## config.mk

```make
export PLATFORM = sky130hd
export DESIGN_NAME = spi_read_scheduler
export DESIGN_NICKNAME = d
export VERILOG_FILES = /design/src/rtl/spi_pkg.sv /design/src/rtl/spi_rr_arbiter.sv /design/src/rtl/spi_read_scheduler.sv
export SDC_FILE = /design/constraint.sdc
export NUM_CORES = 1
export LEC_CHECK = 0
export ABC_AREA = 1
export CORE_ASPECT_RATIO = 1.5
export CORE_MARGIN = 2
export CORE_UTILIZATION = 30
export CTS_CLUSTER_DIAMETER = 40
export DETAILED_ROUTE_END_ITERATION = 6
export GPL_ROUTABILITY_DRIVEN = 0
export SLEW_MARGIN = 20
export SYNTH_ARGS = -nofsm -noshare
export SYNTH_HDL_FRONTEND = slang
export SYNTH_HIERARCHICAL = 1
export SYNTH_SLANG_ARGS = --single-unit
```

## constraint.sdc

```tcl
create_clock -name i_clock -period 5.14 [get_ports i_clock]
set_input_delay 1.028 -clock i_clock [delete_from_list [all_inputs] [get_ports i_clock]]
set_output_delay 1.028 -clock i_clock [all_outputs]
set_load 0.02 [all_outputs]
```

## src/rtl/spi_pkg.sv

```systemverilog
// Shared definitions for the SPI read scheduler: FSM state encoding,
// polarity constants and the index-width helper used for port sizing.
package spi_pkg;

    // Transfer sequencing states
    typedef enum logic [2:0] {
        IDLE,
        SETUP,
        SHIFT,
        TRAIL,
        GAP
    } spi_state_t;

    // Polarity encodings for the slave-select and serial-clock outputs
    localparam logic SS_ACTIVE_HIGH = 1'b1;
    localparam logic SS_ACTIVE_LOW  = 1'b0;
    localparam logic SCLK_IDLE_HIGH = 1'b1;
    localparam logic SCLK_IDLE_LOW  = 1'b0;

    // Width of an index into n items; never narrower than one bit
    function automatic int idx_width(input int n);
        return (n > 1) ? $clog2(n) : 1;
    endfunction

endpackage

```

## src/rtl/spi_rr_arbiter.sv

```systemverilog
// Request arbiter for the SPI read scheduler. Produces a one-hot grant and
// the matching index from a level request vector.
// Build option: SPI_READ_SCHEDULER_FIXED_PRIORITY_EN selects fixed priority
// (lowest index wins, no pointer); otherwise round robin starting after the
// last winner.
module spi_rr_arbiter
    import spi_pkg::*;
#(
    parameter  int N  = 4,
    localparam int IW = idx_width(N)
) (
    input  logic          i_clock,
    input  logic          i_reset_n,
    input  logic [N-1:0]  i_request,
    input  logic          i_update,
    output logic [N-1:0]  o_grant,
    output logic [IW-1:0] o_index,
    output logic          o_any
);

`ifdef SPI_READ_SCHEDULER_FIXED_PRIORITY_EN

    // The pointer is not built here; clock, reset and update are unused
    logic w_unused_fixed;
    assign w_unused_fixed = ^{i_clock, i_reset_n, i_update};

    // Lowest set request index wins
    always_comb begin
        // NOTE: every output gets a default first so no path can infer a latch.
        o_grant = '0;
        o_index = '0;
        o_any   = 1'b0;
        for (int i = 0; i < N; i++) begin
            if (!o_any && i_request[i]) begin
                o_any      = 1'b1;
                o_grant[i] = 1'b1;
                o_index    = IW'(i);
            end
        end
    end

`else

    logic [IW-1:0] r_ptr;
    int            w_idx;

    // Remember the last winner; reset value makes requester 0 win first
    always_ff @(posedge i_clock or negedge i_reset_n) begin
        // NOTE: sequential state uses <= so every flop samples pre-edge values.
        if (!i_reset_n) begin
            r_ptr <= IW'(N - 1);
        end else if (i_update) begin
            r_ptr <= o_index;
        end
    end

    // Search from the index after the last winner, wrapping to 0
    always_comb begin
        // NOTE: every output gets a default first so no path can infer a latch.
        o_grant = '0;
        o_index = '0;
        o_any   = 1'b0;
        w_idx   = 0;
        for (int i = 0; i < N; i++) begin
            w_idx = int'(r_ptr) + 1 + i;
            if (w_idx >= N) begin
                w_idx = w_idx - N;
            end
            if (!o_any && i_request[w_idx]) begin
                o_any          = 1'b1;
                o_grant[w_idx] = 1'b1;
                o_index        = IW'(w_idx);
            end
        end
    end

`endif

endmodule

```

## src/rtl/spi_read_scheduler.sv

```systemverilog
// Sequencing SPI master: arbitrates read requests, frames one CPHA=1 word
// per grant, and returns the word tagged with the requester index.
// Build option: SPI_READ_SCHEDULER_FIXED_PRIORITY_EN (see spi_rr_arbiter).
module spi_read_scheduler
    import spi_pkg::*;
#(
    parameter  int   REQUESTERS    = 4,
    parameter  int   BITCOUNT      = 16,
    parameter  int   HALF_PERIOD   = 4,
    parameter  logic SS_POLARITY   = SS_ACTIVE_LOW,
    parameter  logic SCLK_POLARITY = SCLK_IDLE_HIGH,
    parameter  logic MSB_FIRST     = 1'b1,
    localparam int   CW            = idx_width(REQUESTERS)
) (
    input  logic                  i_clock,
    input  logic                  i_reset_n,
    input  logic [REQUESTERS-1:0] i_request,
    output logic [REQUESTERS-1:0] o_grant,
    output logic                  o_ss,
    output logic                  o_sclk,
    input  logic                  i_sdi,
    output logic [BITCOUNT-1:0]   o_data,
    output logic [CW-1:0]         o_data_channel,
    output logic                  o_data_valid
);

    localparam int HP_W   = $clog2(HALF_PERIOD) + 1;
    localparam int EDGE_W = $clog2(2 * BITCOUNT) + 1;
    localparam logic [HP_W-1:0]   HP_LAST   = HP_W'(HALF_PERIOD - 1);
    localparam logic [EDGE_W-1:0] EDGE_LAST = EDGE_W'(2 * BITCOUNT - 1);

    spi_state_t              r_state;
    spi_state_t              w_next_state;
    logic [HP_W-1:0]         r_hp_cnt;
    logic [EDGE_W-1:0]       r_edge_cnt;
    logic                    r_sclk;
    logic [BITCOUNT-1:0]     r_shift;
    logic [REQUESTERS-1:0]   r_grant;
    logic [CW-1:0]           r_channel;
    logic [BITCOUNT-1:0]     r_data;
    logic [CW-1:0]           r_data_channel;
    logic                    r_data_valid;

    logic                    w_hp_done;
    logic                    w_last_edge;
    logic                    w_start;
    logic                    w_ss_active;
    logic [REQUESTERS-1:0]   w_arb_grant;
    logic [CW-1:0]           w_arb_index;
    logic                    w_arb_any;

    assign w_hp_done   = (r_hp_cnt == HP_LAST);
    assign w_last_edge = (r_edge_cnt == EDGE_LAST);
    assign w_start     = (r_state == IDLE) && w_arb_any;

    spi_rr_arbiter #(
        .N (REQUESTERS)
    ) u_arbiter (
        .i_clock   (i_clock),
        .i_reset_n (i_reset_n),
        .i_request (i_request),
        .i_update  (w_start),
        .o_grant   (w_arb_grant),
        .o_index   (w_arb_index),
        .o_any     (w_arb_any)
    );

    // FSM state register
    always_ff @(posedge i_clock or negedge i_reset_n) begin
        if (!i_reset_n) begin
            r_state <= IDLE;
        end else begin
            r_state <= w_next_state;
        end
    end

    // FSM next-state: each timed state lasts whole half periods
    always_comb begin
        w_next_state = r_state;
        case (r_state)
            IDLE:    if (w_arb_any)                w_next_state = SETUP;
            SETUP:   if (w_hp_done)                w_next_state = SHIFT;
            SHIFT:   if (w_hp_done && w_last_edge) w_next_state = TRAIL;
            TRAIL:   if (w_hp_done)                w_next_state = GAP;
            GAP:     if (w_hp_done)                w_next_state = IDLE;
            default:                               w_next_state = IDLE;
        endcase
    end

    // FSM outputs: slave-select, grant and serial clock follow the state
    always_comb begin
        w_ss_active = (r_state == SETUP) || (r_state == SHIFT) || (r_state == TRAIL);
        o_ss        = w_ss_active ? SS_POLARITY : ~SS_POLARITY;
        o_grant     = w_ss_active ? r_grant : '0;
        o_sclk      = (SCLK_POLARITY == SCLK_IDLE_HIGH) ? r_sclk : ~r_sclk;
    end

    // Half-period counter: restarts at each half-period boundary, parked in IDLE
    always_ff @(posedge i_clock or negedge i_reset_n) begin
        if (!i_reset_n) begin
            r_hp_cnt <= '0;
        end else if ((r_state == IDLE) || w_hp_done) begin
            r_hp_cnt <= '0;
        end else begin
            r_hp_cnt <= r_hp_cnt + 1'b1;
        end
    end

    // Serial clock (normalised idle-high) and edge counter, active in SHIFT only
    always_ff @(posedge i_clock or negedge i_reset_n) begin
        if (!i_reset_n) begin
            r_sclk     <= 1'b1;
            r_edge_cnt <= '0;
        end else if (r_state != SHIFT) begin
            r_sclk     <= 1'b1;
            r_edge_cnt <= '0;
        end else if (w_hp_done) begin
            r_sclk     <= ~r_sclk;
            r_edge_cnt <= r_edge_cnt + 1'b1;
        end
    end

    // Sample sdi on each trailing (low-to-high) edge of the normalised clock
    always_ff @(posedge i_clock or negedge i_reset_n) begin
        // NOTE: the shift register is reset too, so no X can ever reach o_data.
        if (!i_reset_n) begin
            r_shift <= '0;
        end else if ((r_state == SHIFT) && w_hp_done && !r_sclk) begin
            if (MSB_FIRST) begin
                r_shift <= {r_shift[BITCOUNT-2:0], i_sdi};
            end else begin
                r_shift <= {i_sdi, r_shift[BITCOUNT-1:1]};
            end
        end
    end

    // Capture the winner when a transfer starts
    always_ff @(posedge i_clock or negedge i_reset_n) begin
        if (!i_reset_n) begin
            r_grant   <= '0;
            r_channel <= '0;
        end else if (w_start) begin
            r_grant   <= w_arb_grant;
            r_channel <= w_arb_index;
        end
    end

    // Publish the word on TRAIL exit; valid lands in the first GAP cycle
    always_ff @(posedge i_clock or negedge i_reset_n) begin
        if (!i_reset_n) begin
            r_data         <= '0;
            r_data_channel <= '0;
            r_data_valid   <= 1'b0;
        end else if ((r_state == TRAIL) && w_hp_done) begin
            r_data         <= r_shift;
            r_data_channel <= r_channel;
            r_data_valid   <= 1'b1;
        end else begin
            r_data_valid   <= 1'b0;
        end
    end

    assign o_data         = r_data;
    assign o_data_channel = r_data_channel;
    assign o_data_valid   = r_data_valid;

endmodule

```

Yosys cells after proc, flatten, opt, wreduce, memory -nomap -nowiden:

Index checks and enable logic that the tools add are counted.

* flip-flop bits (word level): 56
* input bits: 7
* output and inout port bits: 25
* word-level logic and storage cells: 121

* add/sub/neg operators: 10
* $lt $le $gt $ge: 12
* equality and inequality tests: 12
* mux-type cells: 50
* bitwise logic cells: 4
* reduce and logical (&&, ||, !) cells: 22

Operator list (number)
* >= comparator 32 x 1 -> 1 bit (second input constant): 4
* >= comparator 32 x 4 -> 1 bit (second input constant): 4
* less-than comparator 32 x 4 -> 1 bit (second input constant): 4
* 2-to-1 mux 32 bit: 4
* subtractor 32 x 4 -> 32 bit (second input constant): 4
* adder 32 x 3 -> 32 bit (second input constant): 2
* adder 32 x 2 -> 32 bit (second input constant): 1
* 2-to-1 mux 1 bit: 20
* 2-to-1 mux 4 bit: 5
* 2-to-1 mux 3 bit: 6
* case mux 3 bit (5 select lines): 1
* logical AND 1 bit: 12
* 2-to-1 mux 6 bit: 2
* OR 4 bit: 3
* != test 2 bit (second input constant): 5
* equality test 3 x 2 -> 1 bit (second input constant): 3
* binary-select mux 1 bit (select 2 bit): 4
* demux 1 bit (select 2 bit): 4
* 2-to-1 mux 2 bit: 4
* adder 6 x 1 -> 6 bit (second input constant): 1
* equality test 6 x 5 -> 1 bit (second input constant): 1
* AND reduction 5 bit: 1
* zero test 1 bit: 4
* adder 2 x 1 -> 3 bit (second input constant): 1
* 8 further kinds: 10

Longest topological paths before layout:

Gate-level depths: netlist of run 1.

* word-level depth: 18
* mapped depth: 15
* mapped depth without buffers: 14

Modules after synthesis:

The synthesis of run 1 kept the hierarchy.

Modules (own cells, without submodules)
* spi_read_scheduler: instances 1, cells an instance 238, area each 2260.9 um^2, sequential area each 1352.5 um^2
* spi_rr_arbiter: instances 1, cells an instance 106, area each 624.3 um^2, sequential area each 52.6 um^2

Worst setup path after synthesis of run 1:

No wires, ideal clock.

* path kind: register -> output
* from: register r_state[0]
* to: output o_grant[0]
* arrival time: 1336 ps
* required time: 4112 ps
* setup slack: 2776 ps
* cell stages (with the launch flop): 6
* path buffers: 0
* cells stage by stage: dfrtp_1 -> nor2_4 -> nand2_4 -> o21ai_0 -> nor2_1 -> nor2_1

* cells in the longest elaborated chain, start to end: 4
* elaborated cells between the ends (all ways): 6
* classes of those cells: 3 x eq/ne; 1 x mux; 2 x reduce/logical

RTL lines
* from (decl): RTL line spi_read_scheduler.sv:32 `spi_state_t r_state;`
* from (signal assigned): RTL line spi_read_scheduler.sv:73 `r_state <= w_next_state;`
* equality test 3 x 1 -> 1 bit / equality test 3 x 2 -> 1 bit (equally long branches): RTL line spi_read_scheduler.sv:92 `w_ss_active = (r_state == SETUP) || (r_state == SHIFT) || (r_state == TRAIL);`
* logical OR 1 bit: RTL line spi_read_scheduler.sv:92
* logical OR 1 bit (*): RTL line spi_read_scheduler.sv:92
* 2-to-1 mux 4 bit (*): RTL line spi_read_scheduler.sv:94 `o_grant = w_ss_active ? r_grant : '0;`
* to (decl): RTL line spi_read_scheduler.sv:18 `output logic [REQUESTERS-1:0] o_grant,`

Mark *: on every way between the ends. The rest lies on a longest branch, timed or not.

Worst setup path after layout of run 1:

* from: register r_state[1]
* to: output o_grant[1]

Same word-level chain as after synthesis.

==> impl_results.html, run 1 <==
<table>
<tr><th>Metric</th><th>Value</th></tr>
<tr><th colspan="2">Status</th></tr>
<tr><td>Status</td><td>finished clean</td></tr>
<tr><th colspan="2">Setup path</th></tr>
<tr><td>Critical Path Source</td><td>r_state[1]</td></tr>
<tr><td>Critical-path cell list</td><td>inv_1 &gt; nand2_1 &gt; o21ai_0 &gt; nor2_1 &gt; nor2_1 &gt; clkdlybuf4s50_1</td></tr>
<tr><td>Endpoint type of the worst setup path</td><td>output pin</td></tr>
<tr><td>Type of element launching the critical path</td><td>flip-flop</td></tr>
<tr><td>Origin of the critical flop-to-flop path</td><td>u_arbiter/r_ptr[0]</td></tr>
<tr><td>Critical path class</td><td>flip-flop to output pin</td></tr>
<tr><td>Count of cells along the worst register-to-register path</td><td>14</td></tr>
<tr><td>Most frequent cell on the critical path</td><td>nor2_1</td></tr>
<tr><td>Slowest library cell on the worst path</td><td>clkdlybuf4s50_1</td></tr>
<tr><td>Highest cell delay on the worst timing path</td><td>0.62 ns</td></tr>
<tr><td>Number of stages on the worst setup path</td><td>6</td></tr>
<tr><td>Cell type group with the largest total delay on the critical path</td><td>buffers and inverters</td></tr>
<tr><td>Worst EP arrival</td><td>2.07 ns</td></tr>
<tr><td>Sum of buffers and inverters on the critical path</td><td>2</td></tr>
<tr><td>Worst-path fanout max</td><td>6</td></tr>
<tr><td>Required arrival time at the worst endpoint</td><td>4.11 ns</td></tr>
<tr><th colspan="2">Synth</th></tr>
<tr><td>Number of warning messages in the yosys log</td><td>6</td></tr>
<tr><td>Most frequent cells after synthesis</td><td>nand2_1, dfrtp_1, inv_1</td></tr>
<tr><td>Fraction of the mapped netlist area in compound gates</td><td>0.1093</td></tr>
<tr><td>Number of instances in the synthesized netlist</td><td>344</td></tr>
<tr><td>Top cell type by total area after synthesis</td><td>dfrtp_1</td></tr>
<tr><td>Syn Nets</td><td>362</td></tr>
<tr><td>Synthesized-area fraction occupied by and/or/nand/nor cells</td><td>0.2754</td></tr>
<tr><td>Share of synthesized cell area in full adder, half adder and majority cells</td><td>0.04770</td></tr>
<tr><td>Share of the synthesized area in the top cell type</td><td>0.4597</td></tr>
<tr><td>Fraction of registers with async set/reset</td><td>1.000</td></tr>
<tr><td>Post-synthesis mux area share</td><td>0</td></tr>
<tr><td>Most used standard cell by instance count after synthesis</td><td>nand2_1</td></tr>
<tr><td>Syn avg cell area</td><td>8.387 sq um</td></tr>
<tr><td>Synthesized area</td><td>0.002885 sq mm</td></tr>
<tr><td>Fraction of the yosys area taken by sequential cells</td><td>0.4870</td></tr>
<tr><td>Predominant post-synthesis flop cell</td><td>dfrtp_1</td></tr>
<tr><td>Parity-gate share of the synthesized area counting xor and xnor cells</td><td>0.003036</td></tr>
<tr><td>Seq cells post-synth</td><td>56</td></tr>
<tr><td>Combinational family with the most area after synthesis</td><td>simple AND/OR/NAND/NOR gates</td></tr>
<tr><td>Unique cell type count in the Yosys netlist</td><td>26</td></tr>
<tr><td>Top cells by area, synth</td><td>dfrtp_1, nand2_1, inv_1</td></tr>
<tr><td>EDFF count, synth</td><td>0</td></tr>
<tr><th colspan="2">Clock network</th></tr>
<tr><td>Cts-stage hold buffer count</td><td>0</td></tr>
<tr><td>Root Buffer Master</td><td>clkbuf_16</td></tr>
<tr><td>Number of instances resized during post-cts repair</td><td>0</td></tr>
<tr><td>Clock-pin slew on the worst setup and hold paths</td><td>0.07 ns</td></tr>
<tr><td>Maximum root-to-sink buffer count</td><td>2</td></tr>
<tr><td>Clock insertion delay at the later pin of the skew report</td><td>0.29 ns</td></tr>
<tr><td>Level count of the clock H-tree</td><td>2</td></tr>
<tr><td>Number of buffers inserted by post-CTS setup repair</td><td>0</td></tr>
<tr><td>Number of sinks on the clock net</td><td>56</td></tr>
<tr><td>Clock tree from TritonCTS</td><td>built</td></tr>
<tr><td>TritonCTS Buffers</td><td>5</td></tr>
<tr><th colspan="2">Global route</th></tr>
<tr><td>Number of global-route vias before repair</td><td>2186</td></tr>
<tr><td>Aggregate global routing overflow</td><td>0</td></tr>
<tr><td>Number of antenna violations at the first check in global routing</td><td>0</td></tr>
<tr><td>Total global-route track usage</td><td>0.1106</td></tr>
<tr><td>Wire length of the first global-routing pass</td><td>9597 microns</td></tr>
<tr><td>Pin count of the biggest net entering global routing</td><td>57</td></tr>
<tr><th colspan="2">Timing</th></tr>
<tr><td>Worst-case headroom to the max-slew limit</td><td>0.5390</td></tr>
<tr><td>Worst clock skew</td><td>0.004826 ns</td></tr>
<tr><td>Final setup fails</td><td>0</td></tr>
<tr><td>Post-route fraction of the period consumed by the critical path</td><td>0.6034</td></tr>
<tr><td>Tmin final</td><td>3.101 ns</td></tr>
<tr><td>Setup tns final</td><td>0 ns</td></tr>
<tr><td>RSZ-0062 raised after global routing</td><td>false</td></tr>
<tr><td>Final Slew Violations</td><td>0</td></tr>
<tr><td>F_max</td><td>322.4 MHz</td></tr>
<tr><td>Pin slew with the least headroom to its limit</td><td>0.6916 ns</td></tr>
<tr><td>Number of hold violations in the final report</td><td>0</td></tr>
<tr><th colspan="2">Die</th></tr>
<tr><td>Area of the die</td><td>0.01043 sq mm</td></tr>
<tr><td>Die Width</td><td>84.08 microns</td></tr>
<tr><td>Area inside the core boundary</td><td>0.009308 sq mm</td></tr>
<tr><td>Die span in y</td><td>124.1 microns</td></tr>
<tr><td>I/O pin total</td><td>32</td></tr>
<tr><td>Starting density of the core</td><td>0.3100</td></tr>
<tr><td>Cell Rows</td><td>43</td></tr>
<tr><th colspan="2">Worst hold path</th></tr>
<tr><td>Cells on Worst Hold Path</td><td>1</td></tr>
<tr><td>Startpoint of the worst hold path</td><td>r_hp_cnt[0]</td></tr>
<tr><td>Worst Hold Class</td><td>flip-flop to flip-flop</td></tr>
<tr><th colspan="2">Route</th></tr>
<tr><td>Overall routed net length</td><td>5118 microns</td></tr>
<tr><td>Post-route antenna net violation count</td><td>0</td></tr>
<tr><td>Detailed-route vias per instance</td><td>4.530</td></tr>
<tr><td>Total DRC errors in the routed layout</td><td>0</td></tr>
<tr><td>Number of detailed-route iterations in the first pass</td><td>4</td></tr>
<tr><td>First DRT Iteration DRCs</td><td>107</td></tr>
<tr><td>Via Count</td><td>2206</td></tr>
<tr><td>WL per Instance</td><td>10.51 microns</td></tr>
<tr><th colspan="2">Power</th></tr>
<tr><td>Net switching power</td><td>0.0007696 W</td></tr>
<tr><td>Sw frac</td><td>0.4213</td></tr>
<tr><td>Worst ir drop on vdd</td><td>0.3709 mV</td></tr>
<tr><td>Leakage Power</td><td>1.636 nW</td></tr>
<tr><td>Share of total power in the clock network</td><td>0.207</td></tr>
<tr><td>Part of the power in registers</td><td>0.322</td></tr>
<tr><td>Internal cell power</td><td>0.001057 W</td></tr>
<tr><td>Combinational share of power</td><td>0.471</td></tr>
<tr><td>Power per unit of standard cell area</td><td>531.7 mW/mm^2</td></tr>
<tr><td>Total power draw</td><td>0.001827 W</td></tr>
<tr><th colspan="2">Cells and area</th></tr>
<tr><td>Layout cell share with drive strength beyond 1</td><td>0.1387</td></tr>
<tr><td>Total Nets Final</td><td>392</td></tr>
<tr><td>Antenna cell count</td><td>0</td></tr>
<tr><td>Area Overhead vs Synth</td><td>19.08%</td></tr>
<tr><th colspan="2">Placed design</th></tr>
<tr><td>Dpl hpwl</td><td>3746 microns</td></tr>
<tr><td>Port bufs</td><td>31</td></tr>
<tr><th colspan="2">Run</th></tr>
<tr><td>Number of maximum-capacitance violations</td><td>0</td></tr>
</table>
sequential cells by signal (all words and copies together), names as in the netlist:
register / flops
r_edge_cnt: 6
o_data_valid: 1
r_state: 3
o_sclk: 1
r_shift: 16
u_arbiter/r_ptr: 2
r_grant: 4
r_channel: 2
o_data_channel: 2
r_hp_cnt: 3
o_data: 16
power groups by stage:
stage | Clock [W] | Combinational (W) | Sequential (W)
after detailed placement | 0 | 0.000873 | 0.000596
after global placement | 0 | 0.000851 | 0.000593
after CTS | 0.000388 | 0.000873 | 0.000589
final | 0.000378 | 0.000861 | 0.000588
after global routing | 0.000405 | 0.000990 | 0.000600
after floorplan | 0 | 0.000675 | 0.000590
final timing paths:
path	end	slack, ns
worst max-delay path	o_grant[1]	2.04
worst min-delay path	r_hp_cnt[0]	0.44
worst max register to register	u_arbiter/r_ptr[0]	2.50
worst min register to register	r_hp_cnt[0]	0.44
max in group asynchronous	r_grant[0]	3.81
min in group asynchronous	o_data[9]	0.85
per-layer routing:
layer  up-vias  GRT usage  wire (microns)
met5         -          0               0
met4         0    0.05040              87
met3         5    0.01458             167
met2        47     0.1994            2577
met1      1020     0.1305            2285
li1       1134          -               -
final cells by class:
class,count,area (sq um)
sequential,56,1405
tap,112,140.1
fill,927,5872
multi-input combinational,238,1256
clock buffer,5,125.1
inverter,41,153.9
timing repair buffer,32,312.8
clock inverter,3,42.54
cell usage in the layout, fill, tap and decap left out, types with 2 or more instances in the layout:
master / instances
dfstp_2: 3
nand3_1: 6
clkdlybuf4s50_1: 30
nor2_2: 3
nor2_4: 4
nor2_1: 19
nand2_4: 4
a21oi_1: 7
dfrtp_1: 53
inv_2: 4
inv_1: 37
o21ai_1: 22
nand3b_1: 2
o21ai_0: 10
o21ai_2: 11
nand3_2: 5
nand4_1: 5
ha_1: 11
nand2_2: 7
nand2_1: 117
clkbuf_16: 5
per-stage QoR:
| step | worst slack (ns) | cells | utilization | cell area [sq um] | hold WS [ns] |
|---|---|---|---|---|---|
| after global routing | 1.864 | 487 | 0.3691 | 3436 | 0.4682 |
| final | 2.039 | 487 | 0.3691 | 3436 | 0.4352 |
| after floorplan | 2.776 | 344 | - | 2885 | 0.4096 |
| after detailed placement | 2.329 | 479 | 0.3511 | 3268 | 0.4342 |
| after CTS | 2.008 | 487 | 0.3691 | 3436 | 0.4442 |
| after global placement | 2.399 | 479 | 0.3511 | 3268 | 0.4235 |
logic make-up after synthesis:
group,count (synthesis)
AO/OA/AOI/OAI,53
XOR/XNOR,1
adder cells (fa/ha/maj),11
buffers and inverters,50
flip-flops,56
AND/OR/NAND/NOR,173
Note: power is estimated with default switching activity, not from simulation.
==> run 2, diff against run 1 <==
clock period = 3.2 ns   (was 5.14 ns; I/O delays follow)
==> run 2 against run 1 <==
Net effect:
- hold slack worse by 0.14 ns
- sequential power is 60% higher
- global-route usage shrank 0.56 points
- clock power grew 48%
- wire length decreased by 2.2%
- first-iteration DRC count rose by 20%
- critical path depth unchanged
- via count is 2.1% lower
- largest power group unchanged
- total power up 57%
- clock skew grew 0.0013 ns
- register-to-register slack got worse by 1.8 ns
- final area fell by 0.44%
==> impl_results.html, run 2 (synthesis gave the netlist of run 1 again) <==
<table>
<tr><th>Metric</th><th>Value</th></tr>
<tr><th colspan="2">Timing</th></tr>
<tr><td>RSZ-0062 raised after global routing</td><td>false</td></tr>
<tr><td>Worst-case headroom to the max-slew limit</td><td>0.5623</td></tr>
<tr><td>Number of hold violations in the final report</td><td>0</td></tr>
<tr><td>Worst clock skew</td><td>0.006085 ns</td></tr>
<tr><td>Pin slew with the least headroom to its limit</td><td>0.6543 ns</td></tr>
<tr><td>F_max</td><td>370.5 MHz</td></tr>
<tr><td>Worst-case hold slack</td><td>0.2987 ns</td></tr>
<tr><td>Final worst slack</td><td>0.5007 ns</td></tr>
<tr><td>Post-route fraction of the period consumed by the critical path</td><td>0.8435</td></tr>
<tr><td>Setup tns final</td><td>0 ns</td></tr>
<tr><td>Tmin final</td><td>2.699 ns</td></tr>
<tr><td>Final Slew Violations</td><td>0</td></tr>
<tr><td>Final setup fails</td><td>0</td></tr>
<tr><th colspan="2">Cells and area</th></tr>
<tr><td>Combined area of the multi-input logic cells</td><td>0.001256 sq mm</td></tr>
<tr><td>Total Nets Final</td><td>392</td></tr>
<tr><td>Fin area</td><td>0.003421 sq mm</td></tr>
<tr><td>Area Overhead vs Synth</td><td>18.56%</td></tr>
<tr><td>Area taken by flip-flops and latches</td><td>0.001405 sq mm</td></tr>
<tr><td>Layout cell share with drive strength beyond 1</td><td>0.1387</td></tr>
<tr><td>Commonest cells after routing, fill and taps aside</td><td>nand2_1, dfrtp_1, inv_1</td></tr>
<tr><td>Antenna cell count</td><td>0</td></tr>
<tr><td>Filler Cells Inserted</td><td>935</td></tr>
<tr><td>Leading cell type in the layout, fill and taps excluded</td><td>nand2_1</td></tr>
<tr><th colspan="2">Clock network</th></tr>
<tr><td>Clock-pin slew on the worst setup and hold paths</td><td>0.07 ns</td></tr>
<tr><td>Number of sinks on the clock net</td><td>56</td></tr>
<tr><td>Number of buffers inserted by post-CTS setup repair</td><td>0</td></tr>
<tr><td>Number of instances resized during post-cts repair</td><td>0</td></tr>
<tr><td>Level count of the clock H-tree</td><td>2</td></tr>
<tr><td>Clock tree from TritonCTS</td><td>built</td></tr>
<tr><td>TritonCTS Buffers</td><td>5</td></tr>
<tr><td>Clock insertion delay at the later pin of the skew report</td><td>0.29 ns</td></tr>
<tr><td>Root Buffer Master</td><td>clkbuf_16</td></tr>
<tr><td>Cts-stage hold buffer count</td><td>0</td></tr>
<tr><td>Maximum root-to-sink buffer count</td><td>2</td></tr>
<tr><th colspan="2">Power</th></tr>
<tr><td>Total power draw</td><td>0.002868 W</td></tr>
<tr><td>Leakage Power</td><td>1.633 nW</td></tr>
<tr><td>Power per unit of standard cell area</td><td>838.4 mW/mm^2</td></tr>
<tr><td>Worst ir drop on vdd</td><td>0.5125 mV</td></tr>
<tr><th colspan="2">Global route</th></tr>
<tr><td>Total global-route track usage</td><td>0.1050</td></tr>
<tr><td>Number of antenna violations at the first check in global routing</td><td>0</td></tr>
<tr><td>Pin count of the biggest net entering global routing</td><td>38</td></tr>
<tr><td>Wire length of the first global-routing pass</td><td>9135 microns</td></tr>
<tr><td>Aggregate global routing overflow</td><td>0</td></tr>
<tr><td>Number of global-route vias before repair</td><td>2106</td></tr>
<tr><th colspan="2">Setup path</th></tr>
<tr><td>Worst EP arrival</td><td>2.06 ns</td></tr>
<tr><td>Type of element launching the critical path</td><td>flip-flop</td></tr>
<tr><td>Highest cell delay on the worst timing path</td><td>0.61 ns</td></tr>
<tr><td>Required arrival time at the worst endpoint</td><td>2.56 ns</td></tr>
<tr><td>Endpoint type of the worst setup path</td><td>output pin</td></tr>
<tr><td>Most frequent cell on the critical path</td><td>nor2_1</td></tr>
<tr><td>Worst-path fanout max</td><td>6</td></tr>
<tr><td>Slowest library cell on the worst path</td><td>clkdlybuf4s50_1</td></tr>
<tr><td>Critical Path Source</td><td>r_state[0]</td></tr>
<tr><td>Critical-path cell list</td><td>nor2_4 &gt; nand2_4 &gt; o21ai_0 &gt; nor2_1 &gt; nor2_1 &gt; clkdlybuf4s50_1</td></tr>
<tr><td>FF-to-FF setup slack</td><td>0.66 ns</td></tr>
<tr><td>Origin of the critical flop-to-flop path</td><td>u_arbiter/r_ptr[0]</td></tr>
<tr><td>Critical path class</td><td>flip-flop to output pin</td></tr>
<tr><th colspan="2">Die</th></tr>
<tr><td>Die Width</td><td>84.08 microns</td></tr>
<tr><td>Starting density of the core</td><td>0.3100</td></tr>
<tr><td>I/O pin total</td><td>32</td></tr>
<tr><td>Cell Rows</td><td>43</td></tr>
<tr><td>Area inside the core boundary</td><td>0.009308 sq mm</td></tr>
<tr><td>Die span in y</td><td>124.1 microns</td></tr>
<tr><td>Area of the die</td><td>0.01043 sq mm</td></tr>
<tr><th colspan="2">Placed design</th></tr>
<tr><td>Worst setup slack before clock tree synthesis</td><td>0.6476 ns</td></tr>
<tr><td>Dpl hpwl</td><td>3660 microns</td></tr>
<tr><td>Port bufs</td><td>31</td></tr>
<tr><td>Placed cell areas</td><td>0.003268 sq mm</td></tr>
<tr><th colspan="2">Route</th></tr>
<tr><td>Number of detailed-route iterations in the first pass</td><td>4</td></tr>
<tr><td>WL per Instance</td><td>10.27 microns</td></tr>
<tr><td>Total DRC errors in the routed layout</td><td>0</td></tr>
<tr><td>Overall routed net length</td><td>5003 microns</td></tr>
<tr><td>Detailed-route vias per instance</td><td>4.435</td></tr>
<tr><td>First DRT Iteration DRCs</td><td>128</td></tr>
<tr><td>Via Count</td><td>2160</td></tr>
<tr><td>Post-route antenna net violation count</td><td>0</td></tr>
<tr><th colspan="2">Run</th></tr>
<tr><td>Number of maximum-capacitance violations</td><td>0</td></tr>
<tr><th colspan="2">Status</th></tr>
<tr><td>Status</td><td>finished clean</td></tr>
<tr><th colspan="2">Worst hold path</th></tr>
<tr><td>Worst Hold Class</td><td>input port to asynchronous set/reset pin</td></tr>
</table>
[run 2: critical path: cells and delay by family, from the launching register on]
kind | cells | cell delay (ns)
flip-flops | 1 | 0.46
buffers and inverters | 1 | 0.61
AO/OA/AOI/OAI | 1 | 0.13
AND/OR/NAND/NOR | 4 | 0.58
[run 2: routing by layer]
layer / track usage / up-vias / wire length (microns)
li1: - / 1133 / -
met1: 0.1246 / 979 / 2284
met2: 0.1880 / 40 / 2457
met3: 0.01657 / 8 / 185
met4: 0.04435 / 0 / 76
met5: 0 / - / 0
[run 2: report_power, final]
| group | internal (W) | switching, W | leakage [nW] | total (W) |
|---|---|---|---|---|
| logic | 0.000491 | 0.000875 | 0.802 | 0.00137 |
| registers | 0.000839 | 0.000102 | 0.754 | 0.000941 |
| clock network | 0.000313 | 0.000247 | 0.0772 | 0.000561 |
[run 2: area by class of cell]
class | count | area share
multi-input cells | 238 | 0.3672
inverters | 41 | 0.04499
clock inverters | 2 | 0.004023
clock buffers | 6 | 0.04060
repair buffers | 32 | 0.09144
flip-flops and latches | 56 | 0.4108
well taps | 112 | 0.04097
[run 2: final timing paths]
path,end,cells after the start
min reg2reg,r_hp_cnt[0],1
max reg2reg,u_arbiter/r_ptr[0],13
max,o_grant[2],6
max in group asynchronous,u_arbiter/r_ptr[0],2
min,o_data[11],1
min in group i_clock,r_hp_cnt[0],1
[run 2: stage by stage]
stage | utilization | std cells
after floorplan | - | 344
after global placement | 0.3511 | 479
after detailed placement | 0.3511 | 479
after CTS | 0.3675 | 487
after global routing | 0.3675 | 487
final | 0.3675 | 487
==> run 3, diff against run 2 <==
clock period = 2.55 ns   (was 3.2 ns; I/O delays follow)
==> run 3 against run 2 <==
Net effect:
- sequential share of layout area is 0.36 points lower
- combinational power up 30%
- clock power grew 36%
- critical endpoint unchanged
- wire length rose by 5.6%
==> impl_results.html, run 3 (synthesis gave the netlist of run 1 again) <==
<table>
<tr><th>Metric</th><th>Value</th></tr>
<tr><th colspan="2">Route</th></tr>
<tr><td>Routed length on met3</td><td>175 microns</td></tr>
<tr><td>Number of detailed-route iterations in the first pass</td><td>4</td></tr>
<tr><td>Overall routed net length</td><td>5281 microns</td></tr>
<tr><td>Length of routed met2 wiring</td><td>2648 microns</td></tr>
<tr><td>Via Count</td><td>2183</td></tr>
<tr><td>First DRT Iteration DRCs</td><td>111</td></tr>
<tr><td>Detailed-route vias per instance</td><td>4.455</td></tr>
<tr><td>Post-route antenna net violation count</td><td>0</td></tr>
<tr><td>WL per Instance</td><td>10.78 microns</td></tr>
<tr><td>Total DRC errors in the routed layout</td><td>0</td></tr>
<tr><td>Highest routing layer actually used</td><td>met4</td></tr>
<tr><td>Met1 WL</td><td>2348 microns</td></tr>
<tr><th colspan="2">Clock network</th></tr>
<tr><td>Clock tree from TritonCTS</td><td>built</td></tr>
<tr><td>Number of sinks on the clock net</td><td>56</td></tr>
<tr><td>Cts-stage hold buffer count</td><td>0</td></tr>
<tr><td>Root Buffer Master</td><td>clkbuf_16</td></tr>
<tr><td>Level count of the clock H-tree</td><td>2</td></tr>
<tr><td>Clock insertion delay at the later pin of the skew report</td><td>0.29 ns</td></tr>
<tr><td>Clock-pin slew on the worst setup and hold paths</td><td>0.07 ns</td></tr>
<tr><td>Maximum root-to-sink buffer count</td><td>2</td></tr>
<tr><td>TritonCTS Buffers</td><td>5</td></tr>
<tr><th colspan="2">Global route</th></tr>
<tr><td>Number of antenna violations at the first check in global routing</td><td>0</td></tr>
<tr><td>Aggregate global routing overflow</td><td>0</td></tr>
<tr><td>Wire length of the first global-routing pass</td><td>9563 microns</td></tr>
<tr><td>Total global-route track usage</td><td>0.1126</td></tr>
<tr><td>Number of global-route vias before repair</td><td>2170</td></tr>
<tr><td>Pin count of the biggest net entering global routing</td><td>33</td></tr>
<tr><th colspan="2">Setup path</th></tr>
<tr><td>Critical path class</td><td>flip-flop to output pin</td></tr>
<tr><td>Worst-path fanout max</td><td>6</td></tr>
<tr><td>Required arrival time at the worst endpoint</td><td>2.04 ns</td></tr>
<tr><td>Worst EP arrival</td><td>1.82 ns</td></tr>
<tr><td>Type of element launching the critical path</td><td>flip-flop</td></tr>
<tr><td>Endpoint type of the worst setup path</td><td>output pin</td></tr>
<tr><th colspan="2">Power</th></tr>
<tr><td>Part of the power in registers</td><td>0.311</td></tr>
<tr><td>Internal cell power</td><td>0.002122 W</td></tr>
<tr><td>Share of total power in the clock network</td><td>0.207</td></tr>
<tr><td>Combinational share of power</td><td>0.482</td></tr>
<tr><td>Sw frac</td><td>0.4249</td></tr>
<tr><td>Worst ir drop on vdd</td><td>0.5650 mV</td></tr>
<tr><td>Net switching power</td><td>0.001568 W</td></tr>
<tr><td>Leakage Power</td><td>1.669 nW</td></tr>
<tr><td>Power per unit of standard cell area</td><td>1069 mW/mm^2</td></tr>
<tr><th colspan="2">Timing</th></tr>
<tr><td>Final Slew Violations</td><td>0</td></tr>
<tr><td>Final setup fails</td><td>0</td></tr>
<tr><td>F_max</td><td>428.3 MHz</td></tr>
<tr><td>Worst-case headroom to the max-slew limit</td><td>0.7463</td></tr>
<tr><td>Post-route fraction of the period consumed by the critical path</td><td>0.9155</td></tr>
<tr><td>Pin slew with the least headroom to its limit</td><td>0.3801 ns</td></tr>
<tr><td>RSZ-0062 raised after global routing</td><td>false</td></tr>
<tr><td>Setup tns final</td><td>0 ns</td></tr>
<tr><td>Worst clock skew</td><td>0.003638 ns</td></tr>
<tr><td>Number of hold violations in the final report</td><td>0</td></tr>
<tr><td>Tmin final</td><td>2.335 ns</td></tr>
<tr><th colspan="2">Die</th></tr>
<tr><td>Cell Rows</td><td>43</td></tr>
<tr><td>Die span in y</td><td>124.1 microns</td></tr>
<tr><td>Area of the die</td><td>0.01043 sq mm</td></tr>
<tr><td>Area inside the core boundary</td><td>0.009308 sq mm</td></tr>
<tr><td>Starting density of the core</td><td>0.3100</td></tr>
<tr><td>Die Width</td><td>84.08 microns</td></tr>
<tr><td>I/O pin total</td><td>32</td></tr>
<tr><th colspan="2">Placed design</th></tr>
<tr><td>Dpl hpwl</td><td>3979 microns</td></tr>
<tr><td>Port bufs</td><td>31</td></tr>
<tr><td>Placed cell areas</td><td>0.003291 sq mm</td></tr>
<tr><th colspan="2">Worst hold path</th></tr>
<tr><td>Worst Hold Class</td><td>input port to asynchronous set/reset pin</td></tr>
<tr><th colspan="2">Cells and area</th></tr>
<tr><td>Layout cell share with drive strength beyond 1</td><td>0.1455</td></tr>
<tr><td>Fin area</td><td>0.003451 sq mm</td></tr>
<tr><td>Antenna cell count</td><td>0</td></tr>
<tr><td>Commonest cells after routing, fill and taps aside</td><td>nand2_1, dfrtp_1, inv_1</td></tr>
<tr><td>Area Overhead vs Synth</td><td>19.60%</td></tr>
<tr><td>Leading cell type in the layout, fill and taps excluded</td><td>nand2_1</td></tr>
<tr><td>Total Nets Final</td><td>395</td></tr>
<tr><th colspan="2">Status</th></tr>
<tr><td>Status</td><td>finished clean</td></tr>
<tr><th colspan="2">Run</th></tr>
<tr><td>Number of maximum-capacitance violations</td><td>0</td></tr>
</table>
==> run 3: cell types whose count changed in the layout (fill, tap and decap cells not counted), sizes merged <==
cell / previous run / this run
dlygate4sd2: 0 / 5
buf: 2 / 5
inv: 42 / 41
bufinv: 0 / 1
clkdlybuf4s50: 30 / 25
==> run 3: what timing repair did <==
item                                    CTS  global route
setup buffers                             0             0
endpoints found under the setup margin    5             0
resized for setup                         6             0
==> run 3: power by group through the flow <==
stage | registers [W] | clock network [W] | logic [W]
final | 0.00115 | 0.000763 | 0.00178
after global routing | 0.00116 | 0.000821 | 0.00204
after CTS | 0.00115 | 0.000782 | 0.00180
after detailed placement | 0.00116 | 0 | 0.00182
after global placement | 0.00116 | 0 | 0.00178
after floorplan | 0.00119 | 0 | 0.00136
==> run 3: worst paths after layout <==
check                                   start  slack, ns            endpoint  depth (start not counted)
max reg2reg                u_arbiter/r_ptr[1]       0.28  u_arbiter/r_ptr[0]                         13
min in group i_clock              r_hp_cnt[0]       0.43         r_hp_cnt[0]                          1
max in group asynchronous           i_reset_n       1.87  u_arbiter/r_ptr[1]                          2
min                                 i_reset_n       0.04           o_data[9]                          1
min reg2reg                       r_hp_cnt[0]       0.43         r_hp_cnt[0]                          1
max                                r_state[0]       0.22          o_grant[2]                          6
==> run 3: per-stage QoR <==
stage               worst slack [ns]    util  cells  hold slack, ns  power, W
finish                        0.2154  0.3707    490         0.03988  0.003691
global route                0.002153  0.3707    490         0.04254  0.004026
CTS                           0.1867  0.3707    490         0.03960  0.003733
detailed placement            0.2032  0.3535    482          0.3531  0.002984
global placement              0.2480  0.3535    482          0.3516  0.002944
floorplan                     0.4011       -    344          0.2144  0.002551
==> run 3: layout make-up <==
cell class / instances / area (sq um)
Timing Repair Buffer: 35 / 329.1
Clock buffer: 6 / 128.9
Clock inverter: 2 / 35.03
Inverter: 41 / 153.9
Tap cell: 112 / 140.1
Sequential cell: 56 / 1405
Multi-Input combinational cell: 238 / 1259
Fill cell: 948 / 5857
==> run 3: worst max-delay path: stages, from the launching register on <==
cell and delay [ns]:
dfrtp_1 0.46, nor2_4 0.22, nand2_4 0.11, o21ai_0 0.16
nor2_2 0.12, nor2_1 0.11, dlygate4sd2_1 0.34
==> run 3: layer usage <==
layer | track usage | vias to the layer above
met4 | 0.05242 | 0
met2 | 0.2029 | 37
met1 | 0.1277 | 999
met3 | 0.02253 | 8
li1 | - | 1139
met5 | 0 | -
